$ cat src/rtl/select_encode_seq.sv
// select_encode_seq: registered register-select/encode stage between the
// control unit and the GPR file. Keeps a private IR copy, decodes ra/rb/rc
// into one-hot in/out enables, handles the R0 base-address override, raises
// a sticky error on illegal selects, and runs an ra->rb->rc output scan.
module select_encode_seq #(
    parameter int NUM_REGS = 16,
    parameter int REG_W    = 4,
    parameter int C_W      = 19
) (
    input  logic                clock,
    input  logic                clear_n,
    input  logic                ir_load,
    input  logic [31:0]         ir_in,
    input  logic                Gra,
    input  logic                Grb,
    input  logic                Grc,
    input  logic                r_in,
    input  logic                r_out,
    input  logic                ba_out,
    input  logic                scan_start,
    output logic [NUM_REGS-1:0] sel_in,
    output logic [NUM_REGS-1:0] sel_out,
    output logic                ba_zero,
    output logic [31:0]         c_sign,
    output logic [4:0]          opcode,
    output logic                scan_busy,
    output logic                err
);

    typedef enum logic [1:0] {S_IDLE, S_SA, S_SB, S_SC} state_e;

    // Register count widened by one bit so NUM_REGS == 2^REG_W still fits.
    localparam logic [REG_W:0] NREG = (REG_W+1)'(NUM_REGS);

    state_e              state_q, state_d;
    logic [31:0]         ir_q;
    logic [NUM_REGS-1:0] sel_in_q, sel_in_d;
    logic [NUM_REGS-1:0] sel_out_q, sel_out_d;
    logic                ba_zero_q, ba_zero_d;
    logic                busy_q;
    logic                err_q, err_d;

    logic [REG_W-1:0]    ra, rb, rc, idx;
    logic                ga, gb, gc, any_g, multi_g;
    logic                wr, rd, ba, en, in_range, valid;
    logic [NUM_REGS-1:0] onehot;

    assign ra = ir_q[26 -: REG_W];
    assign rb = ir_q[26-REG_W -: REG_W];
    assign rc = ir_q[26-2*REG_W -: REG_W];

    // Field select, enable steering, decode and error/next-state logic.
    always_comb begin
        state_d   = state_q;
        ga        = 1'b0;
        gb        = 1'b0;
        gc        = 1'b0;
        wr        = 1'b0;
        rd        = 1'b0;
        ba        = 1'b0;
        idx       = '0;
        sel_in_d  = '0;
        sel_out_d = '0;
        ba_zero_d = 1'b0;

        // While scanning, the sequencer owns the select and acts as r_out.
        unique case (state_q)
            S_IDLE: begin
                ga = Gra; gb = Grb; gc = Grc;
                wr = r_in; rd = r_out; ba = ba_out;
                if (scan_start) state_d = S_SA;
            end
            S_SA: begin ga = 1'b1; rd = 1'b1; state_d = S_SB;   end
            S_SB: begin gb = 1'b1; rd = 1'b1; state_d = S_SC;   end
            S_SC: begin gc = 1'b1; rd = 1'b1; state_d = S_IDLE; end
            default: state_d = S_IDLE;
        endcase

        any_g   = ga | gb | gc;
        multi_g = (ga & gb) | (ga & gc) | (gb & gc);
        if (ga)      idx = ra;
        else if (gb) idx = rb;
        else if (gc) idx = rc;

        in_range = ({1'b0, idx} < NREG);
        valid    = any_g & in_range;
        onehot   = valid ? (NUM_REGS'(1) << idx) : '0;
        en       = wr | rd | ba;

        if (wr) begin
            sel_in_d = onehot;
        end else if ((rd | ba) && valid) begin
            // Base-address read of R0 means the bus carries a literal zero.
            if (ba && idx == '0) ba_zero_d = 1'b1;
            else                 sel_out_d = onehot;
        end

        err_d = err_q | (en & (multi_g | (any_g & ~in_range)));
    end

    // FSM, IR and all registered outputs.
    always_ff @(posedge clock or negedge clear_n) begin
        if (!clear_n) begin
            state_q   <= S_IDLE;
            ir_q      <= '0;
            sel_in_q  <= '0;
            sel_out_q <= '0;
            ba_zero_q <= 1'b0;
            busy_q    <= 1'b0;
            err_q     <= 1'b0;
        end else begin
            state_q   <= state_d;
            if (ir_load) ir_q <= ir_in;
            sel_in_q  <= sel_in_d;
            sel_out_q <= sel_out_d;
            ba_zero_q <= ba_zero_d;
            busy_q    <= (state_q != S_IDLE);
            err_q     <= err_d;
        end
    end

    assign sel_in    = sel_in_q;
    assign sel_out   = sel_out_q;
    assign ba_zero   = ba_zero_q;
    assign scan_busy = busy_q;
    assign err       = err_q;
    assign opcode    = ir_q[31:27];
    assign c_sign    = {{(32-C_W){ir_q[C_W-1]}}, ir_q[C_W-1:0]};

endmodule

$ cat config.mk
export PLATFORM = sky130hd
export DESIGN_NAME = select_encode_seq
export DESIGN_NICKNAME = d
export VERILOG_FILES = /design/src/rtl/select_encode_seq.sv
export SDC_FILE = /design/constraint.sdc
export NUM_CORES = 1
export LEC_CHECK = 0
export BUFFER_PORTS_ARGS = -buffer_cell sky130_fd_sc_hd__buf_2
export CAP_MARGIN = 15
export CORE_MARGIN = 2
export CORE_UTILIZATION = 28
export CTS_BUF_LIST = sky130_fd_sc_hd__clkbuf_2
export CTS_CLUSTER_DIAMETER = 40
export DETAILED_ROUTE_END_ITERATION = 10
export PLACE_DENSITY = 0.56
export SLEW_MARGIN = 0
export SYNTH_ARGS = -nofsm -noshare
export SYNTH_HDL_FRONTEND = slang
export SYNTH_SLANG_ARGS = --single-unit
export TNS_END_PERCENT = 20
$ cat constraint.sdc
create_clock -name clock -period 1.9 [get_ports clock]
set_clock_uncertainty 0.15 [all_clocks]
set_input_delay 0 -clock clock [delete_from_list [all_inputs] [get_ports clock]]
set_output_delay 0 -clock clock [all_outputs]
set_load 0.005 [all_outputs]
==> flow_summary.ini, run 1 <==
[floorplan]
fp.dieW_um = 106.9
fp.coreArea_um2 = 10320
num_rows = 37
die_y_um = 106.9
initial_core_util_pct = 28.72
ios = 114
die_area_um2 = 11430

[worst_setup_path]
path_max_fanout = 4
arrival_ns = 2.43
startpoint = state_q[1]
r2r_end = sel_in[3]
reg2regPathDepth = 8
cpMaxStageDelayCell = dfrtp_1
rrSetupSlack_ns = -0.24
crit_path_max_incr_delay_ns = 0.45
critical_path.startpoint_type = register
crit_family = compound AO/OA/AOI/OAI gates
criticalPathCategory = reg -> reg
crit_required_ns = 2.19
worstPathCellList = buf_4, ha_4, a211oi_4, buf_6, a32oi_4, o21ai_4, nand3_1, nor2_1
timing.rr.start = state_q[1]
crit_buf_inv = 2
crit_path_end_kind = register

[route]
routedWlPerCell_um = 13.27
ant_nets = 0
drc = 0
drtIter0Drc = 44
dr.pass1.iters = 4
wl_um = 7353
vias = 2351
via_per_inst = 4.244

[cells_and_area]
final_cells = 554
fillCellCount = 977
multiInputGateArea_um2 = 1115
antennaDiodeCount = 0
ff_latch_area_um2 = 1727
drive_gt1_share_pct = 53.83
area_growth_pct = 57.89
fin_nets = 460

[grt]
overflow = 0
first_global_vias = 2454
grt_max_degree = 44
track_usage_pct = 13.45
grt_pass1_wl_um = 11800
grt_antenna_before_repair = 0

[synthesis]
syn_area_um2 = 2965
syn_nets = 285
synth_top_cell_area_share_pct = 58.23
yosysSeqAreaShare_pct = 58.23
ys_ff_latch = 69
avgSynthCellArea_um2 = 12.46
ys_warn_count = 0
yosys.area.top_type = dfrtp_1
netlist_instances = 238
synthTopCellsByArea = dfrtp_1 (58%), mux2_2 (13%), buf_4 (9.4%)
synth_cell_types = 30

[placement]
dp_cells = 457
dp_hpwl_um = 4732
portBuffers = 113
gp_congestion = 0.8375

[clock_tree]
tritoncts = done
clock_latency_ns = 0.51
cts_root_buffer = clkbuf_2
cts_inserted_buffers = 9
clkSlewWorstSetupHoldPaths_ns = 0.20
h-tree-depth = 3
clock-sinks = 69
clk_path_buf_depth = 2

[timing]
slew_headroom_pct = 65.72
setup_viol = 33
fmax_mhz = 467.2
min_period_ns = 2.140
hold_ws_ns = 0.1827
worst_pin_slew_ns = 0.5088
timing.final.crit_share_pct = 112.6
hold_viol = 0
rsz0062_at_grt = yes
final-max-slew-violation-count = 0
fin_ws_ns = -0.2403

[power_and_ir_drop]
intPower_w = 0.003464
p_seq_share_pct = 31.7
cellPowerDensity_nw_per_um2 = 1200
p_switching_w = 0.002153
p_leak_nw = 2.219
switching_share_pct = 38.33
pwr-share-clk_pct = 18.6
p_comb_share_pct = 49.7
vdd_drop_max_mv = 0.4916

[min_path]
hold_start = r_out
holdPathEnd = err
hp-class = in -> reg
hold_path_depth = 4

[run_status]
status = finished, violations left
violations = setup timing

[job]
cap_violations = 0
==> synth_stat cells <==
library cell  count
buf_4            37
a21oi_2           2
a2bb2oi_2         1
a31o_2            1
nand2b_4          1
buf_6             2
a211oi_1          1
inv_1             3
nor4b_4           1
nand3b_1          1
nand2_1           4
nand3_2           1
clkbuf_1          1
mux2_2           33
ha_1              5
a32oi_1           2
o21bai_1          1
a32oi_2           1
a21oi_1           6
o21a_1            1
nor2_1           36
nand3_1           9
a211oi_2          1
a31oi_1           1
a21o_1            3
dfrtp_1          69
o21ai_0           5
nor3_1            3
buf_1             3
nor4_1            3
==> metrics by stage <==
step                instance area (µm²)  TNS [ns]  power (W)  setup WS [ns]  utilization, %
global placement                   3555    -2.348   0.003809        -0.1227           34.43
detailed placement                 3555    -3.690   0.003838        -0.1445           34.43
CTS                                4568    -3.002   0.005375        -0.1435           44.25
finish                             4682    -5.431   0.005617        -0.2403           45.35
global route                       4682    -8.381   0.006021        -0.3245           45.35
floorplan                          3009  -0.03261   0.003237       -0.01863               -
==> cells in the final DEF (no fill, tap or decap), drive strengths merged, types with 2 or more instances in the layout <==
master / n
a211oi: 2
a21o: 3
a21oi: 8
a32oi: 3
buf: 134
bufinv: 2
clkbuf: 9
dfrtp: 69
dlygate4sd3: 73
ha: 5
inv: 6
mux2: 33
nand2: 4
nand3: 10
nor2: 36
nor3: 3
nor4: 3
o21ai: 5
==> cells by family after synthesis <==
logic type,Yosys count,synth area share [%]
simple gates,59,9.578
fa+ha+maj,5,2.110
flops,69,58.23
buf+inv,46,11.01
mux,33,12.53
compound gates,26,6.541
==> registers in the layout (all words and copies together), names as in the netlist <==
name and cells:
sel_out 16, scan_busy 1, ba_zero 1, err 1, state_q 2, ir_q 32, sel_in 16
==> power by group through the flow <==
stage	registers, W	clock network (W)	logic [W]
finish	0.00178	0.00104	0.00279
global route	0.00181	0.00117	0.00305
CTS	0.00178	0.00110	0.00249
detailed placement	0.00181	0	0.00203
global placement	0.00181	0	0.00200
floorplan	0.00181	0	0.00142
==> worst max path at each step <==
stage | endpoint | slack [ns] | cells after the start
finish | sel_in[3] | -0.24 | 8
global route | sel_out[0] | -0.32 | 7
CTS | sel_out[15] | -0.14 | 9
detailed placement | sel_out[13] | -0.14 | 7
global placement | sel_out[13] | -0.12 | 7
floorplan | ba_zero | -0.02 | 9
==> layer usage <==
layer  vias up  share of wire, %  track usage [%]  wire, µm
met5         -                 0                0         0
met4         0               1.3            3.340        99
li1       1129                 -                -         -
met2        71                51            23.70      3756
met3         9               5.2            4.134       381
met1      1142                42            15.97      3115
==> worst min-delay path, stage by stage <==
cell and delay (ns):
dlygate4sd3_1 0.53, buf_2 0.11, nor4_1 0.04, o21bai_1 0.12
==> timing repair <==
item,4_1_cts,5_1_grt
endpoints found under the setup margin,33,33
pin swaps,11,7
resized for setup,20,18
buffers inserted,4,3
hold endpoints to repair,137,0
hold buffers,74,0
==> final cells by class <==
type	instances	area share [%]
Clock inverter	7	2.245
Sequential cell	69	36.88
Inverter	3	0.2405
Timing Repair Buffer	207	32.23
Clock buffer	9	0.9621
Multi-Input combinational cell	123	23.81
Tap cell	136	3.634
Note: power is estimated with default switching activity, not from simulation.
==> inputs of run 2 (changes only) <==
CAP_MARGIN = 10   (was 15)
PLACE_DENSITY = 0.54   (was 0.56)
clock period = 2.4 ns   (was 1.9 ns; I/O delays follow)
==> flow_summary.ini, run 2 (synthesis gave the netlist of run 1 again) <==
[min_path]
holdPathEnd = ir_q[31]
hp-class = in -> reg
hold_path_depth = 2
hold_start = ir_load

[cells_and_area]
area_growth_pct = 36.50
final_cell_area_um2 = 4048
drive_gt1_share_pct = 47.86
antennaDiodeCount = 0
fin_nets = 417
ff_latch_area_um2 = 1727
regMostFlops = ir_q
final_cell_mix = buf_2 (112), dfrtp_1 (69), dlygate4sd3_1 (47)
largest_reg_flops = 32
multiInputGateArea_um2 = 960.9
fillCellCount = 1036
layout_commonest_cell = buf_2

[timing]
setup_tns_ns = 0
hold_viol = 0
min_period_ns = 2.250
fmax_mhz = 444.4
setup_viol = 0
hold_ws_ns = 0.03681
fin_ws_ns = 0.1495
timing.final.crit_share_pct = 93.77
final-max-slew-violation-count = 0
worst_pin_slew_ns = 0.8534
rsz0062_at_grt = no
slew_headroom_pct = 43.11

[route]
dr.pass1.iters = 4
routedWlPerCell_um = 13.15
ant_nets = 0
wl_um = 6708
drtIter0Drc = 52
vias = 2126
via_per_inst = 4.169
drc = 0

[grt]
grt_pass1_wl_um = 10490
grt_antenna_before_repair = 0
grt_max_degree = 70
first_global_vias = 2114
overflow = 0
track_usage_pct = 12.10

[worst_setup_path]
r2r_end = sel_out[8]
critical_path.startpoint_type = register
reg2regPathDepth = 8
crit_family = compound AO/OA/AOI/OAI gates
crit_required_ns = 2.63
crit_buf_inv = 2
arrival_ns = 2.48
crit_path_max_incr_delay_ns = 0.46
timing.rr.start = state_q[0]
path_depth = 8
worstPathCellList = inv_1, ha_4, a211oi_4, a32oi_1, a21oi_1, buf_4, nand2_1, nor3_1
crit_path_end_kind = register
path_max_fanout = 6
cpMaxStageDelayCell = dfrtp_1
rrSetupSlack_ns = 0.15
criticalPathCategory = reg -> reg

[floorplan]
num_rows = 37
initial_core_util_pct = 28.72
ios = 114
fp.dieW_um = 106.9
die_area_um2 = 11430
fp.coreArea_um2 = 10320
die_y_um = 106.9

[placement]
dpl_worst_slack_ns = -0.02576
place_area_um2 = 3403
dp_hpwl_um = 4545
gp_congestion = 0.7682
portBuffers = 113

[power_and_ir_drop]
vdd_drop_max_mv = 0.3694
p_leak_nw = 1.975
cellPowerDensity_nw_per_um2 = 900.8

[clock_tree]
h-tree-depth = 3
clkSlewWorstSetupHoldPaths_ns = 0.21
clk_path_buf_depth = 2
cts_inserted_buffers = 9
clock_latency_ns = 0.49
clock-sinks = 69
cts_root_buffer = clkbuf_2
tritoncts = done

[run_status]
status = finished clean

[job]
cap_violations = 0
## run 2: changes by cell type in the layout (fill, tap and decap cells not counted), moves of 3 or more
cell,delta
nor2_2,-6
buf_12,-3
nand3_1,+5
nor2_1,+8
buf_6,-4
dlygate4sd3_1,-26
nand3_2,-3
buf_4,-10
## run 2: how the worst max path moves through the flow
stage	endpoint	start
floorplan	ba_zero	state_q[0]
global placement	sel_out[11]	state_q[0]
detailed placement	sel_out[11]	state_q[0]
CTS	sel_in[1]	state_q[0]
global route	sel_out[8]	state_q[0]
finish	sel_out[8]	state_q[0]
## run 2: stage by stage
step / total power, W / utilization (%) / cells
global placement: 0.002779 / 32.97 / 446
detailed placement: 0.002802 / 32.97 / 446
floorplan: 0.002449 / - / 238
CTS: 0.003569 / 38.61 / 508
global route: 0.003922 / 39.21 / 510
finish: 0.003646 / 39.21 / 510
## run 2: timing repair
action | in CTS | in global routing
endpoints found under the hold margin | 133 | 0
hold buffers | 47 | 0
resized for setup | 2 | 8
setup buffers | 0 | 2
endpoints found under the setup margin | 19 | 32
## run 2: metal layers
metal / routed length, µm / track usage (%) / share of wire (%) / up-vias
li1: - / - / - / 1038
met1: 3137 / 15.11 / 47 / 1011
met2: 3215 / 20.25 / 48 / 74
met3: 327 / 3.404 / 4.9 / 3
met4: 28 / 3.896 / 0.42 / 0
met5: 0 / 0 / 0 / -
## run 2: worst reg2reg max path, stage by stage, from the launching register on
cell	delay, ns
dfrtp_1	0.46
inv_1	0.17
ha_4	0.26
a211oi_4	0.32
a32oi_1	0.15
a21oi_1	0.17
buf_4	0.16
nand2_1	0.06
nor3_1	0.25
## run 2: cell type report
cell class	count	area share, %
Inverter	3	0.2782
Clock buffer	9	1.113
Clock inverter	6	1.607
Multi-Input combinational cell	123	23.74
Timing Repair Buffer	164	26.40
Sequential cell	69	42.66
Tap cell	136	4.204
## run 2: where the power goes
group          total, W  leakage [nW]  switching [W]  internal (W)
clock network  0.000662        0.0576       0.000429      0.000232
logic           0.00158          1.04       0.000909      0.000666
registers       0.00141         0.875      0.0000810       0.00133
total           0.00365          1.98        0.00142       0.00223
==> inputs of run 3 (changes only) <==
CTS_BUF_LIST = sky130_fd_sc_hd__clkbuf_8   (was sky130_fd_sc_hd__clkbuf_2)
HOLD_SLACK_MARGIN = 0.06   (was default)
PLACE_DENSITY = 0.57   (was 0.54)
==> flow_summary.ini, run 3 (synthesis gave the netlist of run 1 again) <==
[clock_tree]
cts_inserted_buffers = 9
clock-sinks = 69
clkSlewWorstSetupHoldPaths_ns = 0.08
clk_path_buf_depth = 2
cts_setup_buffers = 0
tritoncts = done
h-tree-depth = 3
cts_root_buffer = clkbuf_8
clock_latency_ns = 0.35

[route]
ant_nets = 0
via_per_inst = 4.214
drtIter0Drc = 80
wl_um = 6649
drc = 0
vias = 2111
dr.pass1.iters = 4
routedWlPerCell_um = 13.27

[cells_and_area]
regMostFlops = ir_q
layout_commonest_cell = buf_2
fin_nets = 407
area_growth_pct = 36.24
drive_gt1_share_pct = 48.22
largest_reg_flops = 32
antennaDiodeCount = 0
final_cell_mix = buf_2 (112), dfrtp_1 (69), dlygate4sd3_1 (38)

[floorplan]
num_rows = 37
initial_core_util_pct = 28.72
die_y_um = 106.9
fp.dieW_um = 106.9
die_area_um2 = 11430
fp.coreArea_um2 = 10320
ios = 114

[power_and_ir_drop]
switching_share_pct = 36.25
p_seq_share_pct = 35.4
p_leak_nw = 1.983
p_comb_share_pct = 37.1
intPower_w = 0.002533
pwr-share-clk_pct = 27.6
cellPowerDensity_nw_per_um2 = 983.6
p_switching_w = 0.001441
vdd_drop_max_mv = 0.4965

[grt]
first_global_vias = 2152
grt_antenna_before_repair = 1
overflow = 0
grt_max_degree = 70
track_usage_pct = 12.24
grt_pass1_wl_um = 10760

[timing]
hold_viol = 0
worst_pin_slew_ns = 0.8483
setup_tns_ns = 0
min_period_ns = 2.277
final-max-slew-violation-count = 0
timing.final.crit_share_pct = 94.88
setup_viol = 0
rsz0062_at_grt = yes
fmax_mhz = 439.2
slew_headroom_pct = 43.45
fin_ws_ns = 0.1229

[worst_setup_path]
crit_required_ns = 2.52
rrSetupSlack_ns = 0.12
criticalPathCategory = reg -> reg
path_max_fanout = 12
r2r_end = sel_out[0]
timing.rr.start = state_q[0]
critical_path.startpoint_type = register
arrival_ns = 2.39
crit_path_end_kind = register
reg2regPathDepth = 7

[placement]
gp_congestion = 0.7846
dp_hpwl_um = 4604
portBuffers = 113
dpl_worst_slack_ns = 0.09045

[min_path]
hold_path_depth = 4
hold_start = Gra
holdPathEnd = err
hp-class = in -> reg

[run_status]
status = finished clean

[job]
cap_violations = 0
run 3: cell count changes in the layout (fill, tap and decap cells not counted), sizes merged:
cell	change
buf	-1
bufinv	+1
clkinv	-2
clkinvlp	-2
dlygate4sd3	-9
inv	+4
run 3: worst max-delay path, cell delays in order, from the launching register on:
cell,delay (ns)
dfrtp_1,0.41
inv_1,0.13
ha_2,0.35
a21oi_1,0.15
nor4_1,0.37
a2bb2oi_2,0.28
nand3_2,0.15
nor3_1,0.21
run 3: final cells by class:
type | instances | area, µm²
flip-flops and latches | 69 | 1727
clock inverters | 7 | 102.6
clock buffers | 9 | 123.9
fillers | 1013 | 6284
inverters | 3 | 11.26
repair buffers | 154 | 970.9
well taps | 136 | 170.2
multi-input cells | 123 | 934.6
run 3: layer usage:
layer	vias to the layer above	global-route usage, %	routed length (µm)
li1	1015	-	-
met1	994	15.38	2941
met2	89	20.06	3126
met3	11	3.708	477
met4	2	4.174	90
met5	-	0	13
run 3: what timing repair did:
| action | 4_1_cts | 5_1_grt |
|---|---|---|
| hold buffers | 38 | 0 |
| endpoints found under the setup margin | 0 | 31 |
| resized for setup | 0 | 5 |
| endpoints found under the hold margin | 122 | 0 |
run 3: how the worst max path moves through the flow:
| stage | startpoint | to | slack [ns] | cells past startpoint |
|---|---|---|---|---|
| 2_1_floorplan | state_q[0] | ba_zero | 0.33 | 9 |
| 3_3_place_gp | state_q[0] | sel_in[10] | 0.11 | 7 |
| 3_5_place_dp | state_q[0] | sel_out[0] | 0.09 | 7 |
| 4_1_cts | state_q[0] | sel_out[10] | 0.06 | 7 |
| 5_1_grt | state_q[0] | sel_out[0] | -0.009 | 7 |
| 6_report | state_q[0] | sel_out[0] | 0.12 | 7 |
run 3: power groups by stage:
stage	logic (W)	clock network, W	registers, W
final	0.00147	0.00110	0.00141
after global routing	0.00164	0.00120	0.00142
after CTS	0.00141	0.00114	0.00141
after detailed placement	0.00136	0	0.00143
after global placement	0.00135	0	0.00143
after floorplan	0.00102	0	0.00143
run 3: through the flow:
stage                     utilization (%)  hold WS [ns]  instance area, µm²  std cells  power, W
after floorplan                         -       -0.4456                2965        238  0.002449
after global placement              33.04       0.02059                3411        447  0.002778
after detailed placement            33.04       0.02776                3411        447  0.002795
after CTS                           38.92       0.06795                4018        501  0.003960
after global routing                39.13        0.1161                4040        501  0.004270
final                               39.13        0.1023                4040        501  0.003974
